==> config.mk <==
export PLATFORM = sky130hd
export DESIGN_NAME = fetch_stage_flat
export DESIGN_NICKNAME = d
export VERILOG_FILES = /design/src/rtl/fetch_stage_if.sv /design/src/rtl/fetch_stage.sv /design/src/flat_wrapper.sv
export SDC_FILE = /design/constraint.sdc
export NUM_CORES = 1
export LEC_CHECK = 0
export CORE_ASPECT_RATIO = 1.75
export CORE_MARGIN = 2
export CORE_UTILIZATION = 37
export DETAILED_ROUTE_END_ITERATION = 7
export DONT_BUFFER_PORTS = 1
export PLACE_DENSITY = 0.57
export SYNTH_ARGS = -nofsm -noshare
export SYNTH_HDL_FRONTEND = slang
export SYNTH_SLANG_ARGS = --single-unit
==> constraint.sdc <==
create_clock -name CLK -period 3.98 [get_ports CLK]
set_input_delay 0.597 -clock CLK [delete_from_list [all_inputs] [get_ports CLK]]
set_output_delay 0.597 -clock CLK [all_outputs]
set_load 0.05 [all_outputs]
==> src/rtl/fetch_stage_if.sv <==
// fetch_stage_if: IF-stage bundle between the fetch stage, instruction memory and ID controller.
interface fetch_stage_if;
    logic [31:0] IMADDR;
    logic        IMREQ;
    logic [31:0] IMDATA;
    logic        IMRDY;
    logic        WPCIR;
    logic        BRANCH;
    logic        JUMP;
    logic        JR;
    logic [31:0] JRADDR;
    logic        SMC;
    logic        SMC2;
    logic [31:0] IFPC;
    logic [31:0] IDPC;
    logic [31:0] IDIR;
    logic        IDVALID;
    modport master (
        output IMADDR, IMREQ, IFPC, IDPC, IDIR, IDVALID,
        input  IMDATA, IMRDY, WPCIR, BRANCH, JUMP, JR, JRADDR, SMC, SMC2
    );
    modport slave (
        input  IMADDR, IMREQ, IFPC, IDPC, IDIR, IDVALID,
        output IMDATA, IMRDY, WPCIR, BRANCH, JUMP, JR, JRADDR, SMC, SMC2
    );
endinterface

==> src/rtl/fetch_stage.sv <==
// fetch_stage: MIPS IF stage - PC, imem request, next-PC select, IF/ID register.
module fetch_stage #(
    parameter logic [31:0] RESET_PC = 32'h0000_0000,
    parameter logic [31:0] NOP      = 32'h0000_0000
) (
    input logic          CLK,
    input logic          RST,
    fetch_stage_if.master bus
);
    typedef enum logic {FETCH, DRAIN} state_t;
    state_t      state_q, state_d;
    logic [31:0] pc_q, pc_d, idpc_q, idpc_d, idir_q, idir_d, pend_q, pend_d;
    logic        valid_q, valid_d;
    logic [31:0] p4, target;
    logic        smc, br, bubble;
    assign p4     = idpc_q + 32'd4;
    assign target = bus.JR ? bus.JRADDR :
                    bus.JUMP ? {p4[31:28], idir_q[25:0], 2'b00} :
                    p4 + {{14{idir_q[15]}}, idir_q[15:0], 2'b00};
    assign smc    = bus.SMC & valid_q;
    assign br     = bus.BRANCH & valid_q;
    always_comb begin
        state_d = state_q;
        pc_d    = pc_q;
        idpc_d  = idpc_q;
        idir_d  = idir_q;
        valid_d = valid_q;
        pend_d  = pend_q;
        bubble  = 1'b0;
        if (state_q == DRAIN) begin
            bubble = 1'b1;
            if (bus.IMRDY) begin
                pc_d    = pend_q;
                state_d = FETCH;
            end
        end else if (bus.IMRDY) begin
            if (smc) begin
                pc_d   = idpc_q;
                bubble = 1'b1;
            end else if (!bus.WPCIR) begin
                if (br) begin
                    pc_d   = target;
                    bubble = 1'b1;
                end else if (bus.SMC2) begin
                    bubble = 1'b1;
                end else begin
                    idir_d  = bus.IMDATA;
                    idpc_d  = pc_q;
                    valid_d = 1'b1;
                    pc_d    = pc_q + 32'd4;
                end
            end
        end else begin
            // memory busy: the outstanding request must stay put, so redirects wait in PEND
            bubble = smc | ~bus.WPCIR;
            if (smc | (br & ~bus.WPCIR)) begin
                pend_d  = smc ? idpc_q : target;
                state_d = DRAIN;
            end
        end
        if (bubble) begin
            idir_d  = NOP;
            valid_d = 1'b0;
        end
    end
    always_ff @(posedge CLK) begin
        if (RST) begin
            state_q <= FETCH;
            pc_q    <= RESET_PC;
            idpc_q  <= 32'h0;
            idir_q  <= NOP;
            valid_q <= 1'b0;
            pend_q  <= 32'h0;
        end else begin
            state_q <= state_d;
            pc_q    <= pc_d;
            idpc_q  <= idpc_d;
            idir_q  <= idir_d;
            valid_q <= valid_d;
            pend_q  <= pend_d;
        end
    end
    assign bus.IMADDR  = pc_q;
    assign bus.IMREQ   = ~RST;
    assign bus.IFPC    = pc_q;
    assign bus.IDPC    = idpc_q;
    assign bus.IDIR    = idir_q;
    assign bus.IDVALID = valid_q;
endmodule

==> src/flat_wrapper.sv <==
// flat-port wrapper written by rule: the top's interface ports become plain ports
module fetch_stage_flat 
#(
    parameter logic [31:0] RESET_PC = 32'h0000_0000,
    parameter logic [31:0] NOP      = 32'h0000_0000
)
  (CLK, RST, bus_IMADDR, bus_IMREQ, bus_IFPC, bus_IDPC, bus_IDIR, bus_IDVALID, bus_IMDATA, bus_IMRDY, bus_WPCIR, bus_BRANCH, bus_JUMP, bus_JR, bus_JRADDR, bus_SMC, bus_SMC2);
  fetch_stage_if bus_i ();
  input logic CLK;
  input logic RST;
  output wire logic [$bits(bus_i.IMADDR)-1:0] bus_IMADDR;
  output wire logic [$bits(bus_i.IMREQ)-1:0] bus_IMREQ;
  output wire logic [$bits(bus_i.IFPC)-1:0] bus_IFPC;
  output wire logic [$bits(bus_i.IDPC)-1:0] bus_IDPC;
  output wire logic [$bits(bus_i.IDIR)-1:0] bus_IDIR;
  output wire logic [$bits(bus_i.IDVALID)-1:0] bus_IDVALID;
  input wire logic [$bits(bus_i.IMDATA)-1:0] bus_IMDATA;
  input wire logic [$bits(bus_i.IMRDY)-1:0] bus_IMRDY;
  input wire logic [$bits(bus_i.WPCIR)-1:0] bus_WPCIR;
  input wire logic [$bits(bus_i.BRANCH)-1:0] bus_BRANCH;
  input wire logic [$bits(bus_i.JUMP)-1:0] bus_JUMP;
  input wire logic [$bits(bus_i.JR)-1:0] bus_JR;
  input wire logic [$bits(bus_i.JRADDR)-1:0] bus_JRADDR;
  input wire logic [$bits(bus_i.SMC)-1:0] bus_SMC;
  input wire logic [$bits(bus_i.SMC2)-1:0] bus_SMC2;
  assign bus_IMADDR = bus_i.IMADDR;
  assign bus_IMREQ = bus_i.IMREQ;
  assign bus_IFPC = bus_i.IFPC;
  assign bus_IDPC = bus_i.IDPC;
  assign bus_IDIR = bus_i.IDIR;
  assign bus_IDVALID = bus_i.IDVALID;
  assign bus_i.IMDATA = bus_IMDATA;
  assign bus_i.IMRDY = bus_IMRDY;
  assign bus_i.WPCIR = bus_WPCIR;
  assign bus_i.BRANCH = bus_BRANCH;
  assign bus_i.JUMP = bus_JUMP;
  assign bus_i.JR = bus_JR;
  assign bus_i.JRADDR = bus_JRADDR;
  assign bus_i.SMC = bus_SMC;
  assign bus_i.SMC2 = bus_SMC2;
  fetch_stage #(.RESET_PC(RESET_PC), .NOP(NOP)) u_core (.CLK(CLK), .RST(RST), .bus(bus_i));
endmodule
==> results.toml <==
[run_status]
outcome = "finished, final reports clean"

[clock_network]
clockRootBuffer = "clkbuf_16"
clk_latency_ns = 0.46
clockBufferDepth = 2
cts_hold_buf = 0
numClockSinks = 130
h-tree-depth = 4
cts_buffers = 17
clkTransAtPathRegs_ns = 0.06
cts_tree = "built"

[route]
vias_per_cell = 6.225
wirelength_um = 41100
wl_met3_um = 2906
drt_iter0_markers = 1052
detail-route-antenna-nets = 0
routedWlPerCell_um = 24.82
topRoutingLayerUsed = "met5"
drc = 0
dr_wl_met2_um = 20590
vias = 10308
wl_met1_um = 15070
dr.pass1.iters = 8

[yosys]
synth-seq-cells = 130
yosys.area.top_type = "dfxtp_1"
yosys-top-cells-area = "dfxtp_1, nand2_1, a21oi_1"
synth_cells = 1322
ys_seq_area_frac = 0.2711
ys_async_sr_fraction = 0
synth_common_cells = "nand2_1, dfxtp_1, a21oi_1"
synth_top_flop_cell = "dfxtp_1"
syn_area_mm2 = 0.009599
ys_types = 89
syn_nets = 1432
ys_warn_count = 0
synth_most_common_cell = "nand2_1"
synth-edff-count = 0
synth.top_cell.area_share = 0.2711
avgSynthCellArea_um2 = 7.261

[worst_setup_path]
timing.rr.end = "u_core.pend_q[31]"
worstReg2RegStart = "u_core.bus.IDPC[15]"
critPathSlowestCell = "nor4_1"
crit_fanout = 7
max_stage_delay_ns = 0.52
crit_chain = "and4_1 -> nand4_4 -> nor4_1 -> xnor2_1 -> ha_1 -> a21oi_1 -> a21oi_1 -> a2111oi_1 -> nand3_1 -> a41oi_2 -> xnor2_1 -> o221ai_2 -> o31ai_1"
worstSetupStartpointType = "register"
arrival_ns = 4.14
worst-setup-path-type = "reg -> reg"
r2r_cells = 13
crit_family = "compound AO/OA/AOI/OAI gates"
r2r_slack_ns = 0.20
required_ns = 4.34
cp-end-kind = "register"
path_buf_inv = 0

[timing]
clock_skew_ns = 0.01247
period_needed_ns = 3.778
fmax_ghz = 0.2647
layout_setup_ws_ns = 0.2023
slew_headroom = 0.2212
fin_crit_sh = 0.9492
worstMarginPinSlew_ns = 1.168
rsz0062_at_grt = "no"
hold_viol_final = 0
final-max-slew-violation-count = 0
setup_violations = 0
fin_setup_tns_ns = 0

[power]
power.leakage_nw = 4.077
ir_drop_mv = 0.3017
cellPowerDensity_mw_per_mm2 = 315.8
finalPower_mw = 3.407

[placed_design]
io_buffers = 0
dp_hpwl_um = 30490
place_congestion = 0.9171
preCtsSetupSlack_ns = 0.1253

[floorplanning]
chipHeight_um = 217.1
die-area_mm2 = 0.02730
rows = 78
io_pins = 203
die_w_um = 125.8
start_util = 0.3726
core-area_mm2 = 0.02576

[min_path]
hold_start = "bus_IMRDY"
hold_path_end = "u_core.state_q"
hold_path_class = "in -> reg"
holdPathStages = 1

[grt]
antenna_found_initial = 2
globalRouteOverflowTotal = 0
track_usage = 0.2930
grt_pass1_vias = 9888
grt_max_degree = 67
grt_pass1_wl_um = 61150

[finish]
fillers = 2665
finish.utilization = 0.4188
syn2layout_area_growth_pct = 12.40
drive_above_1_share = 0.1348
num-nets-final = 1432

[run]
maxCapViolCount = 0
==> registers in the layout, summed over array words and instances, names as in the netlist <==
signal              count
u_core.bus.IDIR        32
u_core.bus.IDPC        32
u_core.bus.IDVALID      1
u_core.bus.IFPC        32
u_core.pend_q          32
u_core.state_q          1
==> where the power goes <==
| group | internal [mW] | leakage [nW] | switching [mW] | total (mW) |
|---|---|---|---|---|
| clock network | 0.973 | 0.286 | 0.645 | 1.62 |
| registers | 1.32 | 1.05 | 0.0303 | 1.36 |
| logic | 0.110 | 2.74 | 0.325 | 0.435 |
==> worst max-delay path by stage <==
stage / end / slack [ns] / from / cells past startpoint
3_3_place_gp: u_core.pend_q[31] / 0.27 / u_core.bus.IDPC[20] / 13
3_5_place_dp: u_core.pend_q[31] / 0.13 / u_core.bus.IDPC[15] / 13
6_report: u_core.pend_q[31] / 0.20 / u_core.bus.IDPC[15] / 13
5_1_grt: u_core.pend_q[31] / 0.01 / u_core.bus.IDPC[3] / 14
2_1_floorplan: u_core.pend_q[31] / 0.23 / u_core.bus.IDPC[13] / 14
4_1_cts: u_core.pend_q[31] / 0.13 / u_core.bus.IDPC[15] / 13
==> cells by family (layout without fill, tap and decap cells) <==
kind of cell / Yosys count / count (layout) / share of synthesized area
other: 0 / 1 / 0
DFF: 130 / 130 / 0.2711
AOI/OAI and AO/OA: 408 / 408 / 0.2739
muxes: 10 / 10 / 0.01056
and+or+nand+nor: 533 / 533 / 0.2624
xor gates and xnor gates: 67 / 67 / 0.06270
buffers and inverters: 137 / 150 / 0.07038
adders and majority gates: 37 / 37 / 0.04901
==> stage by stage <==
step,std cells,hold slack (ns),instance area (um^2)
after floorplan,1322,0.4368,9599
after global placement,1623,0.4636,10170
after detailed placement,1623,0.4762,10170
after CTS,1655,0.2021,10770
after global routing,1655,0.2112,10790
final,1656,0.2232,10790
==> metal layers <==
metal	vias up	track usage
li1	4739	-
met1	4949	0.3180
met2	496	0.5117
met3	122	0.07203
met4	2	0.1762
met5	-	0
==> worst reg2reg max path: stages, from the launching register on <==
cell and delay (ns):
dfxtp_1 0.32, and4_1 0.32, nand4_4 0.18, nor4_1 0.52, xnor2_1 0.15, ha_1 0.37, a21oi_1 0.32, a21oi_1 0.19
a2111oi_1 0.42, nand3_1 0.14, a41oi_2 0.26, xnor2_1 0.17, o221ai_2 0.12, o31ai_1 0.21
==> cell usage in the layout, fill, tap and decap left out, drive strengths merged, types with 28 or more instances in the layout <==
| master | n |
|---|---|
| nor2 | 89 |
| xor2 | 32 |
| nand4 | 28 |
| dfxtp | 130 |
| o211ai | 28 |
| a211oi | 28 |
| nand3 | 40 |
| ha | 36 |
| o21ai | 92 |
| xnor2 | 35 |
| a21oi | 127 |
| buf | 105 |
| nor3 | 34 |
| nand2 | 259 |
==> layout make-up <==
type,instances,area [um^2],share of cell area
clock inverter,11,127.6,0.01183
timing repair buffer,105,788.3,0.07306
clock buffer,21,470.5,0.04360
sequential,130,2603,0.2412
multi-input combinational,1055,6349,0.5884
inverter,13,48.80,0.004523
tap,320,400.4,0.03711
antenna,1,2.502,0.0002319
==> timing repair <==
action / 4_1_cts / 5_1_grt
resized for setup: 0 / 5
endpoints found under the setup margin: 0 / 5
setup buffers: 0 / 0
Power figures use the tool's default switching activity.
